`src/rtl/btn_pkg.sv`:
```
// Shared definitions for the push-button conditioner: button indices, default
// timing constants, per-channel FSM encoding and a counter-width helper.
// No ports; imported by btn_debounce_channel and referenced by the top.
package btn_pkg;

    localparam int N_BTN = 5;

    // Bit positions of the board buttons in push_raw/push_* vectors.
    localparam int BTN_U = 0;
    localparam int BTN_D = 1;
    localparam int BTN_L = 2;
    localparam int BTN_R = 3;
    localparam int BTN_M = 4;

    localparam int                 DEF_DEBOUNCE_CYC  = 16;
    localparam int                 DEF_REPEAT_DELAY  = 32;
    localparam int                 DEF_REPEAT_PERIOD = 8;
    localparam logic [N_BTN-1:0]   DEF_REPEAT_MASK   = 5'b00011;

    typedef enum logic [1:0] {
        RELEASED = 2'd0,
        ARMING   = 2'd1,
        PRESSED  = 2'd2,
        DISARM   = 2'd3
    } btn_state_e;

    // Bits needed to hold 0..max_val; never zero so a zero-valued parameter
    // still yields a legal vector.
    function automatic int cnt_width(input int max_val);
        return (max_val < 1) ? 1 : $clog2(max_val + 1);
    endfunction

endpackage

```
`src/rtl/btn_debounce_channel.sv`:
```
// One button: 2-FF synchronizer, debounce FSM, hold counter with auto-repeat.
// Ports: clk, reset (async, active high), raw_i (async pin); level_o, pulse_o,
// press_o (all registered) and press_next_o (D input of press_o, for OR-ing).
module btn_debounce_channel
    import btn_pkg::*;
#(
    parameter int DEBOUNCE_CYC  = DEF_DEBOUNCE_CYC,
    parameter int REPEAT_DELAY  = DEF_REPEAT_DELAY,
    parameter int REPEAT_PERIOD = DEF_REPEAT_PERIOD,
    parameter bit REPEAT_EN     = 1'b0
) (
    input  logic clk,
    input  logic reset,
    input  logic raw_i,
    output logic level_o,
    output logic pulse_o,
    output logic press_o,
    output logic press_next_o
);

    localparam int DW = cnt_width(DEBOUNCE_CYC);
    localparam int HW = cnt_width(REPEAT_DELAY);
    localparam int PW = cnt_width(REPEAT_PERIOD);

    localparam logic [DW-1:0] DEB_C = DW'(DEBOUNCE_CYC);
    localparam logic [HW-1:0] RD_C  = HW'(REPEAT_DELAY);
    localparam logic [PW-1:0] RP_C  = PW'(REPEAT_PERIOD);

    logic          sync1_q, sync2_q;
    btn_state_e    state_q, state_d;
    logic [DW-1:0] cnt_q, cnt_d, cnt_inc;
    logic [HW-1:0] hold_q, hold_d;
    logic [PW-1:0] per_q, per_d, per_inc;
    logic          press_d, rep_fire, level_d, pulse_d;
    logic          level_q, pulse_q, press_q;

    always_ff @(posedge clk or posedge reset) begin
        if (reset) begin
            sync1_q <= 1'b0;
            sync2_q <= 1'b0;
            state_q <= RELEASED;
            cnt_q   <= '0;
            hold_q  <= '0;
            per_q   <= '0;
            level_q <= 1'b0;
            pulse_q <= 1'b0;
            press_q <= 1'b0;
        end else begin
            sync1_q <= raw_i;
            sync2_q <= sync1_q;
            state_q <= state_d;
            cnt_q   <= cnt_d;
            hold_q  <= hold_d;
            per_q   <= per_d;
            level_q <= level_d;
            pulse_q <= pulse_d;
            press_q <= press_d;
        end
    end

    always_comb begin
        state_d  = state_q;
        cnt_d    = cnt_q;
        hold_d   = hold_q;
        per_d    = per_q;
        press_d  = 1'b0;
        rep_fire = 1'b0;
        // cnt_q is 0 in RELEASED/PRESSED, so +1 also gives the first count.
        cnt_inc  = cnt_q + DW'(1);
        per_inc  = per_q + PW'(1);

        case (state_q)
            RELEASED, ARMING: begin
                if (sync2_q) begin
                    if (cnt_inc == DEB_C) begin
                        state_d = PRESSED;
                        cnt_d   = '0;
                        hold_d  = '0;
                        per_d   = '0;
                        press_d = 1'b1;
                    end else begin
                        state_d = ARMING;
                        cnt_d   = cnt_inc;
                    end
                end else begin
                    state_d = RELEASED;
                    cnt_d   = '0;
                end
            end
            PRESSED, DISARM: begin
                if (!sync2_q && (cnt_inc == DEB_C)) begin
                    state_d = RELEASED;
                    cnt_d   = '0;
                end else begin
                    if (!sync2_q) begin
                        state_d = DISARM;
                        cnt_d   = cnt_inc;
                    end else begin
                        state_d = PRESSED;
                        cnt_d   = '0;
                    end
                    // Hold counter saturates at the delay; afterwards a
                    // separate modulo-period counter paces repeat pulses.
                    if (REPEAT_EN) begin
                        if (hold_q != RD_C) begin
                            hold_d = hold_q + HW'(1);
                            if (hold_d == RD_C) begin
                                rep_fire = 1'b1;
                                per_d    = '0;
                            end
                        end else if (per_inc == RP_C) begin
                            rep_fire = 1'b1;
                            per_d    = '0;
                        end else begin
                            per_d = per_inc;
                        end
                    end
                end
            end
            default: begin
                state_d = RELEASED;
                cnt_d   = '0;
            end
        endcase

        level_d = (state_d == PRESSED) || (state_d == DISARM);
        pulse_d = press_d | rep_fire;
    end

    assign level_o      = level_q;
    assign pulse_o      = pulse_q;
    assign press_o      = press_q;
    assign press_next_o = press_d;

endmodule

```
`src/rtl/push_button_conditioner.sv`:
```
// Conditions N_BTN raw push buttons: sync, debounce, press pulse, auto-repeat.
// Ports: clk, reset (async, active high), push_raw in; push_level, push_pulse,
// push_press, any_press out, all registered (no comb path from push_raw).
module push_button_conditioner #(
    parameter int               N_BTN         = btn_pkg::N_BTN,
    parameter int               DEBOUNCE_CYC  = btn_pkg::DEF_DEBOUNCE_CYC,
    parameter int               REPEAT_DELAY  = btn_pkg::DEF_REPEAT_DELAY,
    parameter int               REPEAT_PERIOD = btn_pkg::DEF_REPEAT_PERIOD,
    parameter logic [N_BTN-1:0] REPEAT_MASK   = N_BTN'(btn_pkg::DEF_REPEAT_MASK)
) (
    input  logic             clk,
    input  logic             reset,
    input  logic [N_BTN-1:0] push_raw,
    output logic [N_BTN-1:0] push_level,
    output logic [N_BTN-1:0] push_pulse,
    output logic [N_BTN-1:0] push_press,
    output logic             any_press
);

    if (DEBOUNCE_CYC < 1) begin : g_bad_debounce
        $error("push_button_conditioner: DEBOUNCE_CYC must be >= 1");
    end
    if (REPEAT_PERIOD < 1) begin : g_bad_period
        $error("push_button_conditioner: REPEAT_PERIOD must be >= 1");
    end

    logic [N_BTN-1:0] press_next;
    logic             any_press_q;

    for (genvar i = 0; i < N_BTN; i++) begin : g_ch
        btn_debounce_channel #(
            .DEBOUNCE_CYC  (DEBOUNCE_CYC),
            .REPEAT_DELAY  (REPEAT_DELAY),
            .REPEAT_PERIOD (REPEAT_PERIOD),
            .REPEAT_EN     (REPEAT_MASK[i])
        ) u_ch (
            .clk          (clk),
            .reset        (reset),
            .raw_i        (push_raw[i]),
            .level_o      (push_level[i]),
            .pulse_o      (push_pulse[i]),
            .press_o      (push_press[i]),
            .press_next_o (press_next[i])
        );
    end

    // Registered from the channels' next-press terms so it lines up with push_press.
    always_ff @(posedge clk or posedge reset) begin
        if (reset) begin
            any_press_q <= 1'b0;
        end else begin
            any_press_q <= |press_next;
        end
    end

    assign any_press = any_press_q;

endmodule

```
`config.mk`:
```
export PLATFORM = sky130hd
export DESIGN_NAME = push_button_conditioner
export DESIGN_NICKNAME = d
export VERILOG_FILES = /design/src/rtl/btn_pkg.sv /design/src/rtl/btn_debounce_channel.sv /design/src/rtl/push_button_conditioner.sv
export SDC_FILE = /design/constraint.sdc
export NUM_CORES = 1
export LEC_CHECK = 0
export CORE_ASPECT_RATIO = 1.25
export CORE_MARGIN = 2
export CORE_UTILIZATION = 30
export DETAILED_ROUTE_END_ITERATION = 10
export MAX_ROUTING_LAYER = met4
export PLACE_DENSITY = 0.54
export SETUP_SLACK_MARGIN = 0.3
export SYNTH_ARGS = -nofsm -noshare
export SYNTH_HDL_FRONTEND = slang
export SYNTH_SLANG_ARGS = --single-unit
```
`constraint.sdc`:
```
create_clock -name clk -period 4.65 [get_ports clk]
set_input_delay 1.1625 -clock clk [delete_from_list [all_inputs] [get_ports clk]]
set_output_delay 1.1625 -clock clk [all_outputs]
set_load 0.1 [all_outputs]
```
Word-level counts from Yosys, hierarchy flattened:

Index checks and enable logic that the tools add are counted.

* register bits: 78
* bits of input ports: 7
* word-level logic and storage cells: 228

* $add $sub $neg: 9
* equal/unequal tests: 46
* multiplexer cells: 99
* bitwise logic cells: 2
* reductions and logical operators: 35

Operators with widths (number)
* $mux W5: 20
* $pmux W5 S2: 5
* $mux W4: 12
* $mux W6: 8
* $eq A2 B2 Y1 const B: 20
* $mux W1: 30
* $mux W2: 15
* $add A5 B1 Y5 const B: 5
* $eq A5 B5 Y1 const B: 5
* $pmux W6 S2: 2
* $pmux W2 S2: 5
* $reduce_or A2 Y1: 10
* $pmux W4 S2: 2
* $reduce_and A4 Y1: 4
* $add A6 B1 Y6 const B: 2
* $eq A6 B6 Y1 const B: 2
* $ne A2 B1 Y1 const B: 6
* $ne A6 B6 Y1 const B: 2
* $eq A2 B1 Y1 const B: 5
* $logic_not A2 Y1: 5
* $add A4 B1 Y4 const B: 2
* $eq A4 B4 Y1 const B: 2
* $ne A3 B3 Y1 const B: 2
* $logic_and A1 B1 Y1: 5
* other kinds (5): 15

Logic depth before layout (Yosys ltp):

Gate-level depths: netlist of the first run.

* depth after elaboration: 7
* mapped depth: 7
* gate-level depth less buffers: 7

By module:

A second synthesis of the first run with hierarchy kept.

* cells, all modules: 325
* area, all modules: 3455.8 um^2

By module, submodules not included
* btn_debounce_channel at g_ch[0].u_ch ...: times used 2, cells each 112, area each 1119.8 um^2
* btn_debounce_channel at g_ch[2].u_ch ...: times used 3, cells each 32, area each 391.6 um^2
* push_button_conditioner: times used 1, cells each 5, area each 41.3 um^2

Worst setup path after synthesis of the first run:

No wires, ideal clock.

* kind: reg2out
* start point: register any_press_q (netlist: any_press)
* end point: output port any_press
* arrival: 883 ps
* required time: 3488 ps
* path slack: 2604 ps
* cell stages (with the launch flop): 1
* path buffers: 0
* cell sequence: dfrtp_1

RTL lines
* from (decl): RTL line push_button_conditioner.sv:28 `logic any_press_q;`
* from (signal assigned): RTL line push_button_conditioner.sv:52 `any_press_q <= |press_next;`
* to (decl): RTL line push_button_conditioner.sv:17 `output logic any_press`

No word-level cell between the ends.

Worst setup path in the final report of the first run:

* start point: register g_ch[1].u_ch.level_q
* end point: output port push_level[1]

RTL lines
* from (decl): RTL line btn_debounce_channel.sv:35 `logic level_q, pulse_q, press_q;`
* from (signal assigned): RTL line btn_debounce_channel.sv:55 `level_q <= level_d;`
* to (decl): RTL line push_button_conditioner.sv:14 `output logic [N_BTN-1:0] push_level,`

No word-level cell between the ends.

==> results of run 1 <==
==> path summary, 6_finish.rpt <==
| kind | slack (ns) | endpoint |
|---|---|---|
| worst min register to register | 0.34 | g_ch[0].u_ch.sync2_q |
| max in group asynchronous | 2.47 | any_press |
| min in group asynchronous | 1.24 | g_ch[0].u_ch.hold_q[4] |
| worst max-delay path | 1.28 | push_level[1] |
| worst max register to register | 2.84 | g_ch[0].u_ch.per_q[0] |
| worst min-delay path | 0.34 | g_ch[0].u_ch.sync2_q |
==> power by group <==
group          leakage [nW]  total [mW]  internal, mW  switching, mW
clock network         0.169       0.751         0.511          0.241
logic                 0.712      0.0459        0.0194         0.0265
registers             0.914       0.621         0.607         0.0140
==> logic make-up (layout without fill, tap and decap cells) <==
family                   Yosys count  count (layout)  share of synthesized area
AO/OA/AOI/OAI                     55              55                      0.118
XOR/XNOR                          23              23                     0.0575
adder cells (fa/ha/maj)           14              14                     0.0500
buffers and inverters             33              52                     0.0529
flip-flops                        68              68                      0.486
multiplexers                      16              16                     0.0490
AND/OR/NAND/NOR                  120             120                      0.187
==> metrics by stage <==
step	worst slack, ns	instance area, um2	power (mW)	instances
after floorplan	1.78	3500	0.662	329
after global placement	1.64	3760	0.678	470
after detailed placement	1.62	3760	0.679	470
after CTS	1.26	4100	1.44	486
after global routing	1.19	4100	1.48	486
final	1.28	4100	1.42	486
==> state kept, by name, indices dropped and copies added, names as in the netlist, 2 cells and up <==
signal / cells
g_ch.u_ch.pulse_o: 5
g_ch.u_ch.level_o: 5
g_ch.u_ch.sync2_q: 5
g_ch.u_ch.sync1_q: 5
g_ch.u_ch.cnt_q: 25
g_ch.u_ch.press_o: 2
g_ch.u_ch.per_q: 8
g_ch.u_ch.hold_q: 12
==> placed cells by master (no fill, tap or decap), drive strengths merged, types with 4 or more instances in the layout <==
master / n
nor2: 31
xor2: 7
and3: 5
a31oi: 6
nor2b: 7
clkbuf: 12
mux2: 6
clkdlybuf4s50: 22
o21ai: 12
nand3: 15
mux2i: 10
and2: 8
xnor2: 16
nor3: 9
inv: 13
o22ai: 4
a32o: 5
nand2: 20
a21oi: 8
dfrtp: 68
ha: 14
==> metal layers <==
metal	vias to the layer above	track usage	wire length, um
li1	1184	-	-
met1	1148	0.133	2840
met2	31	0.169	3040
met3	11	0.0303	166
met4	0	0.0532	129
met5	-	-	0
==> final cells by class <==
type	instances	area (um2)	area share
Sequential cell	68	1700	0.415
Clock inverter	4	70.1	0.0171
Timing Repair Buffer	23	228	0.0555
Multi-Input combinational cell	228	1610	0.394
Clock buffer	12	267	0.0650
Tap cell	138	173	0.0421
Inverter	13	48.8	0.0119
==> summary.md, run 1 <==
| Metric | Value |
|---|---|
| Horiz. Die Dim | `101 um` |
| RR Startpoint | `g_ch[0].u_ch.cnt_q[0]` |
| CTS tree | `done` |
| Postcts setup bufs | `0` |
| RD Place Congestion | `0.785` |
| Post-synth EDFFs | `0` |
| Share of layout cells above drive strength 1 | `0.118` |
| Core Area | `0.0115 mm2` |
| CP arrival | `2.21 ns` |
| Pwr dens | `346 mW/mm2` |
| I/O Buffers | `22` |
| Yosys top cell area share | `0.486` |
| DIE HEIGHT | `125 um` |
| Setup violators final | `0` |
| Clk_lat worst skew | `0.33 ns` |
| Area growth, synth to finish | `17.2%` |
| WS Path Type | `reg2out` |
| RSZ-0062 raised after global routing | `false` |
| Clk buf depth | `2` |
| HPWL Detailed | `4420 um` |
| Most common cell in the netlist | `dfrtp_1` |
| Cell area after synthesis | `0.00350 mm2` |
| GRT Util Overall | `0.110` |
| Fin. Hold Viols | `0` |
| Synth cell count leaders | `dfrtp_1, nor2_1, nand2_1` |
| Initial DRC Count | `75` |
| Ys async rst share | `1.00` |
| Relative slew slack | `0.353` |
| Synth Instances | `329` |
| Final WL | `6180 um` |
| Max_cap viols | `0` |
| Max-slew violations | `0` |
| Vias per inst | `4.88` |
| Initial antenna violation count | `0` |
| Hold WC Path Type | `reg2reg` |
| Die area | `0.0126 mm2` |
| Vias | `2374` |
| Pleak | `1.80 nW` |
| Slowest stage delay, CP | `1.23 ns` |
| Drt pass-1 iters | `4` |
| Worst vdd ir | `0.169 mV` |
| ANT cells | `0` |
| Final ANT Viol Nets | `0` |
| Tightest Pin Transition | `0.968 ns` |
| Htree depth | `3` |
| Largest net degree at the start of global routing | `41` |
| Unique masters post-synth | `60` |
| Worst-path cell chain | `clkdlybuf4s50_1` |
| Row Count | `44` |
| CTS root buf | `clkbuf_16` |
| Hold Startpoint | `g_ch[0].u_ch.sync1_q` |
| IO Pins | `23` |
| # DRC | `0` |
| Synth area leader | `dfrtp_1` |
| # clock sinks | `68` |
| Nets | `364` |
| Type of origin of the critical path | `flop` |
| WP depth | `1` |
| Final setup TNS | `0 ns` |
| Avg Inst Size Synth | `10.6 um2` |
| CP required | `3.49 ns` |
| WP buf/inv | `1` |
| # hold bufs at CTS | `0` |
| Vias in the first global route | `2241` |
| Seq cells post-synth | `68` |
| Core Util, Final | `0.356` |
| Clock-pin slew on the worst setup and hold paths | `0.05 ns` |
| Register area share after synthesis | `0.486` |
| Ys Warns | `0` |
| Total CTS buffers | `9` |
| Worst Hold Depth | `0` |
| Max Fclk | `296 MHz` |
| Worst hold slack | `0.343 ns` |
| Critical path origin | `g_ch[1].u_ch.level_o` |
| Outcome | `complete, no violations` |
| Crit-path leading delay family | `buffers and inverters` |
| Fillers | `1143` |
| Initial core utilization | `0.304` |
| R2R cell count | `5` |
| Critical path peak fanout | `16` |
| Min Tclk post-route | `3.37 ns` |
| Clock skew | `0.00488 ns` |
| Main flop type after synthesis | `dfrtp_1` |
| Mean routed wirelength per cell | `12.7 um` |
| Grt total ovfl | `0` |
| First-pass GRT wire length | `10600 um` |
| Crit. End Element | `output port` |
| Post_cts resized | `0` |
| Worst path slowest cell | `clkdlybuf4s50_1` |
| Post-synth net total | `350` |
| Ranking of synthesized cells by area | `dfrtp_1, ha_1, xnor2_1` |
| Period utilisation layout | `0.726` |
Note: power is estimated with default switching activity, not from simulation.
==> run 2: changes to the inputs <==
==> constraint.sdc (replaced) <==
create_clock -name clk -period 3.5 [get_ports clk]
set_input_delay 0.875 -clock clk [delete_from_list [all_inputs] [get_ports clk]]
set_output_delay 0.875 -clock clk [all_outputs]
set_load 0.1 [all_outputs]
==> run 2 against run 1 <==
Flip-flop and latch count stayed put; first-iteration DRC count is 51% higher; worst setup slack worse by 0.0030 ns; sequential share of layout area is 0.59 points higher; die area stayed put; via count is 0.93% lower; count of clock-buffer cells in the layout stayed put; critical path depth stayed put; non-clock buffer count is 2 higher.
==> summary.md, run 2 (synthesis results as in run 1) <==
| Metric | Value |
|---|---|
| Outcome | `complete, no violations` |
| Largest register FFs | `25 (unchanged)` |
| I/O Buffers | `22 (unchanged)` |
| HPWL Detailed | `4570 um (+3.5%)` |
| Worst hold slack | `0.343 ns (+0.000908 ns)` |
| Worst path slowest cell | `dfrtp_1` |
| CP required | `2.62 ns (-0.87 ns)` |
| Pwr Total | `1.80 mW (+27%)` |
| Crit. End Element | `output port` |
| Hold Startpoint | `g_ch[4].u_ch.sync1_q` |
| IO Pins | `23 (unchanged)` |
| CTS root buf | `clkbuf_16` |
| Initial antenna violation count | `0 (unchanged)` |
| Reg-to-reg endpoint | `g_ch[0].u_ch.per_q[0]` |
| Share of layout cells above drive strength 1 | `0.166 (+0.0479)` |
| Die area | `0.0126 mm2 (unchanged)` |
| P_int | `1.42 mW (+25%)` |
| Worst Hold Depth | `0 (unchanged)` |
| Postcts setup bufs | `0 (unchanged)` |
| Final setup TNS | `0 ns (unchanged)` |
| Hold WC Path Type | `reg2reg` |
| Horiz. Die Dim | `101 um (unchanged)` |
| Max_cap viols | `0 (unchanged)` |
| RR Startpoint | `g_ch[0].u_ch.cnt_q[0]` |
| Period utilisation layout | `0.637` |
| Clk buf depth | `2 (unchanged)` |
| Largest reg by FF count | `g_ch.u_ch.cnt_q` |
| Clock-pin slew on the worst setup and hold paths | `0.05 ns (about the same)` |
| Crit-path leading delay family | `flip-flops` |
| Hold EP | `g_ch[4].u_ch.sync2_q` |
| R2R cell count | `5 (unchanged)` |
| Share of power burned in combinational logic | `0.035 (+0.003)` |
| Htree depth | `3 (unchanged)` |
| CTS tree | `done` |
| CP arrival | `1.35 ns (-0.86 ns)` |
| Min Tclk post-route | `2.23 ns` |
| # hold bufs at CTS | `0 (unchanged)` |
| Fillers | `1156 (+1.1%)` |
| Slowest stage delay, CP | `0.64 ns (-0.59 ns)` |
| WP depth | `1 (unchanged)` |
| Clock skew | `0.0103 ns (+0.00538 ns)` |
| Vias in the first global route | `2360 (+5.3%)` |
| Grt total ovfl | `0 (unchanged)` |
| Setup violators final | `0 (unchanged)` |
| Core Area | `0.0115 mm2 (unchanged)` |
| Mean routed wirelength per cell | `13.0 um (+2.5%)` |
| DIE HEIGHT | `125 um (unchanged)` |
| Critical path peak fanout | `16 (unchanged)` |
| Drt pass-1 iters | `4 (unchanged)` |
| Post-place setup slack | `1.63 ns (+0.00289 ns)` |
| RD Place Congestion | `0.824 (+5.0%)` |
| # clock sinks | `68 (unchanged)` |
| Worst-path cell chain | `buf_4` |
| # DRC | `0 (unchanged)` |
| Setup WS post-layout | `1.27 ns (-0.00301 ns)` |
| First-pass GRT wire length | `11200 um (+6.3%)` |
| ANT cells | `0 (unchanged)` |
| Clk_lat worst skew | `0.33 ns (about the same)` |
| Max Fclk | `449 MHz` |
| Tightest Pin Transition | `0.656 ns (-0.312 ns)` |
| Pwr dens | `445 mW/mm2 (+29%)` |
| Worst vdd ir | `0.212 mV (+25%)` |
| Final WL | `6360 um (+3.0%)` |
| R2R Setup Slk | `1.69 ns (-1.15 ns)` |
| Initial DRC Count | `113 (+51%)` |
| Commonest cells after routing, fill and taps aside | `dfrtp_1, nor2_1, nand2_1` |
| Total CTS buffers | `9 (unchanged)` |
| Initial core utilization | `0.304 (unchanged)` |
| Vias per inst | `4.82 (-1.3%)` |
| Final ANT Viol Nets | `0 (unchanged)` |
| Sw Share | `0.209 (+0.0111)` |
| Fin. Hold Viols | `0 (unchanged)` |
| RSZ-0062 raised after global routing | `false` |
| Relative slew slack | `0.556 (+0.204)` |
| Pleak | `1.82 nW (+1.3%)` |
| WS Path Type | `reg2out` |
| Post_cts resized | `0 (unchanged)` |
| WP buf/inv | `1 (unchanged)` |
| Type of origin of the critical path | `flop` |
| Switch Pwr | `0.376 mW (+34%)` |
| Vias | `2352 (-0.93%)` |
| Reg power frac | `0.459 (+0.021)` |
| Area growth, synth to finish | `15.5%` |
| Top flop regs | `g_ch.u_ch.cnt_q: 25 flops, g_ch.u_ch.hold_q: 12 flops, g_ch.u_ch.per_q: 8 flops` |
| Largest net degree at the start of global routing | `22 (-46%)` |
| Row Count | `44 (unchanged)` |
| Max-slew violations | `0 (unchanged)` |
| Nets | `366 (+0.55%)` |
| GRT Util Overall | `0.117 (+0.00689)` |
| Clk pwr share | `0.506 (-0.024)` |
| Most common cell after layout, fill and taps aside | `dfrtp_1` |
## run 2: cell type report
| cell class | count | area [um2] | share of cell area |
|---|---|---|---|
| tap | 138 | 173 | 0.0427 |
| sequential | 68 | 1700 | 0.421 |
| clock inverter | 4 | 47.5 | 0.0118 |
| clock buffer | 12 | 256 | 0.0634 |
| inverter | 13 | 48.8 | 0.0121 |
| timing repair buffer | 25 | 203 | 0.0501 |
| multi-input combinational | 228 | 1610 | 0.399 |
## run 2: worst max-delay path by stage
stage / to / start
after global placement: push_level[1] / g_ch[1].u_ch.level_o
after global routing: push_level[1] / g_ch[1].u_ch.level_o
after detailed placement: g_ch[2].u_ch.sync1_q / reset
after floorplan: any_press / reset
final: push_level[1] / g_ch[1].u_ch.level_o
after CTS: push_level[1] / g_ch[1].u_ch.level_o
## run 2: stage by stage
| stage | std cells | cell area [um2] | util |
|---|---|---|---|
| final | 488 | 4040 | 0.351 |
| after global routing | 488 | 4040 | 0.351 |
| after CTS | 488 | 4040 | 0.351 |
| after detailed placement | 472 | 3740 | 0.325 |
| after global placement | 472 | 3740 | 0.325 |
| after floorplan | 329 | 3500 | - |
## run 2: power by group through the flow
| stage | clock [mW] | combinational, mW | sequential [mW] |
|---|---|---|---|
| global placement | 0 | 0.0643 | 0.838 |
| detailed placement | 0 | 0.0648 | 0.839 |
| floorplan | 0 | 0.0441 | 0.835 |
| global route | 0.971 | 0.0741 | 0.828 |
| finish | 0.910 | 0.0623 | 0.825 |
| CTS | 0.936 | 0.0653 | 0.825 |
## run 2: routing by layer
| metal | up-vias | GRT usage | wire (um) |
|---|---|---|---|
| li1 | 1181 | - | - |
| met1 | 1142 | 0.140 | 3010 |
| met2 | 22 | 0.179 | 3120 |
| met3 | 7 | 0.0342 | 139 |
| met4 | 0 | 0.0580 | 85 |
| met5 | - | - | 0 |
==> run 3: changes to the inputs <==
==> constraint.sdc (replaced) <==
create_clock -name clk -period 2.1 [get_ports clk]
set_input_delay 0.525 -clock clk [delete_from_list [all_inputs] [get_ports clk]]
set_output_delay 0.525 -clock clk [all_outputs]
set_load 0.1 [all_outputs]
==> run 3 against run 2 <==
Die area is the same; critical path depth up 4; clock skew shrank 0.0049 ns; hold slack improved by 0.0022 ns; via count grew 4.2%; count of clock-buffer cells in the layout decreased by 3; critical path type is now reg2reg; largest cell class is now multi-input gates.
==> summary.md, run 3 (synthesis results as in run 1) <==
| Metric | Value |
|---|---|
| Crit. End Element | `flop` |
| # hold bufs at CTS | `0 (unchanged)` |
| Period utilisation layout | `0.824` |
| RD Place Congestion | `0.806 (-2.2%)` |
| Final WL | `6540 um (+2.9%)` |
| Vias | `2450 (+4.2%)` |
| Hold WC Path Type | `reg2reg` |
| Setup WS post-layout | `0.370 ns (-0.902 ns)` |
| Max_cap viols | `0 (unchanged)` |
| Worst hold slack | `0.346 ns (+0.00217 ns)` |
| Most common cell after layout, fill and taps aside | `dfrtp_1` |
| Clock-pin slew on the worst setup and hold paths | `0.06 ns (about the same)` |
| Grt total ovfl | `0 (unchanged)` |
| Total CTS buffers | `9 (unchanged)` |
| # clock sinks | `68 (unchanged)` |
| Share of power burned in combinational logic | `0.039 (+0.004)` |
| CTS root buf | `clkbuf_16` |
| Worst path slowest cell | `dfrtp_1` |
| CP arrival | `1.95 ns (+0.60 ns)` |
| Tightest Pin Transition | `0.513 ns (-0.143 ns)` |
| Htree depth | `3 (unchanged)` |
| WS Path Type | `reg2reg` |
| Clk pwr share | `0.493 (-0.013)` |
| Relative slew slack | `0.653 (+0.0966)` |
| Slowest stage delay, CP | `0.45 ns (-0.19 ns)` |
| Largest register FFs | `25 (unchanged)` |
| Share of layout cells above drive strength 1 | `0.218 (+0.0522)` |
| Vias per inst | `4.94 (+2.5%)` |
| CTS tree | `done` |
| Area growth, synth to finish | `21.9%` |
| IO Pins | `23 (unchanged)` |
| CP required | `2.32 ns (-0.30 ns)` |
| Largest net degree at the start of global routing | `22 (unchanged)` |
| Outcome | `complete, no violations` |
| # DRC | `0 (unchanged)` |
| Worst vdd ir | `0.342 mV (+61%)` |
| Switch Pwr | `0.733 mW (+95%)` |
| Worst-path cell chain | `and3_1 > and4_4 > o2111a_1 > o22ai_2 > mux2_2` |
| Max-slew violations | `0 (unchanged)` |
| Row Count | `44 (unchanged)` |
| Post-detailed-placement cell area | `0.00385 mm2 (+3.0%)` |
| Clock skew | `0.00537 ns (-0.00490 ns)` |
| Final Instance Area | `0.00427 mm2 (+5.6%)` |
| I/O Buffers | `22 (unchanged)` |
| Top flop regs | `g_ch.u_ch.cnt_q: 25 flops, g_ch.u_ch.hold_q: 12 flops, g_ch.u_ch.per_q: 8 flops` |
| Core Util, Final | `0.371 (+0.0196)` |
| Final ANT Viol Nets | `0 (unchanged)` |
| Min Tclk post-route | `1.73 ns` |
| RSZ-0062 raised after global routing | `true` |
| Reg power frac | `0.467 (+0.008)` |
| Initial DRC Count | `76 (-33%)` |
| Clk_lat worst skew | `0.34 ns (about the same)` |
| ANT cells | `0 (unchanged)` |
| Horiz. Die Dim | `101 um (unchanged)` |
| GRT Util Overall | `0.116 (-0.00112)` |
| P_int | `2.21 mW (+56%)` |
| Setup violators final | `0 (unchanged)` |
| First-pass GRT wire length | `11100 um (-1.5%)` |
| Pwr dens | `690 mW/mm2 (+55%)` |
| HPWL Detailed | `4570 um (about the same)` |
| Final setup TNS | `0 ns (unchanged)` |
| Sw Share | `0.249 (+0.0397)` |
| Drt pass-1 iters | `4 (unchanged)` |
| DIE HEIGHT | `125 um (unchanged)` |
| Vias in the first global route | `2410 (+2.1%)` |
| Core Area | `0.0115 mm2 (unchanged)` |
| Post-place setup slack | `0.293 ns (-1.33 ns)` |
| Initial core utilization | `0.304 (unchanged)` |
| Mean routed wirelength per cell | `13.2 um (+1.2%)` |
| Critical path peak fanout | `7 (-9)` |
| Initial antenna violation count | `0 (unchanged)` |
| Max Fclk | `578 MHz` |
| Clk buf depth | `2 (unchanged)` |
| Die area | `0.0126 mm2 (unchanged)` |
| Largest reg by FF count | `g_ch.u_ch.cnt_q` |
| Nets | `374 (+2.2%)` |
| Commonest cells after routing, fill and taps aside | `dfrtp_1, nor2_1, buf_4` |
| Pleak | `1.86 nW (+2.2%)` |
| Type of origin of the critical path | `flop` |
| Fin. Hold Viols | `0 (unchanged)` |
-- run 3: metal layers --
layer,vias up,wire length (um),track usage,share of wire
li1,1201,-,-,-
met1,1201,2940,0.134,0.45
met2,35,3180,0.178,0.49
met3,13,237,0.0376,0.036
met4,0,184,0.0612,0.028
met5,-,0,-,0
-- run 3: worst max-delay path, delay by kind of cell, from the launching register on --
| family | cells | cell delay (ns) |
|---|---|---|
| mux | 1 | 0.29 |
| compound gates | 2 | 0.33 |
| flops | 1 | 0.45 |
| simple gates | 2 | 0.55 |
-- run 3: path summary, 6_finish.rpt --
path / from / endpoint / slack (ns) / depth (start not counted)
setup / recovery: g_ch[0].u_ch.hold_q[2] / g_ch[0].u_ch.per_q[0] / 0.37 / 5
hold / removal: g_ch[0].u_ch.sync1_q / g_ch[0].u_ch.sync2_q / 0.35 / 0
max in group asynchronous: reset / any_press / 1.00 / 3
hold reg to reg: g_ch[0].u_ch.sync1_q / g_ch[0].u_ch.sync2_q / 0.35 / 0
setup reg to reg: g_ch[0].u_ch.hold_q[2] / g_ch[0].u_ch.per_q[0] / 0.37 / 5
min in group asynchronous: reset / g_ch[0].u_ch.hold_q[2] / 0.57 / 2
-- run 3: timing repair --
| item | in CTS | in global routing |
|---|---|---|
| endpoints found under the setup margin | 2 | 16 |
| gates resized for setup | 2 | 18 |
| setup buffers | 0 | 5 |
| pin swaps | 0 | 2 |
| endpoints found under the hold margin | 0 | 0 |
-- run 3: per-stage QoR --
stage	std cells	power, mW
2_1_floorplan	329	1.47
3_3_place_gp	475	1.51
3_5_place_dp	475	1.51
4_1_cts	491	2.98
5_1_grt	496	3.07
6_report	496	2.94
-- run 3: final cells by class --
| cell class | instances | area (um2) |
|---|---|---|
| fill | 1100 | 7240 |
| multi-input combinational | 228 | 1710 |
| sequential | 68 | 1700 |
| timing repair buffer | 33 | 350 |
| clock buffer | 9 | 225 |
| tap | 138 | 173 |
| clock inverter | 7 | 58.8 |
| inverter | 13 | 52.6 |
-- run 3: power groups by stage --
stage | Combinational, mW | Clock [mW] | Sequential [mW]
floorplan | 0.0740 | 0 | 1.39
global placement | 0.114 | 0 | 1.40
detailed placement | 0.116 | 0 | 1.40
CTS | 0.117 | 1.49 | 1.37
global route | 0.136 | 1.55 | 1.38
finish | 0.116 | 1.45 | 1.38
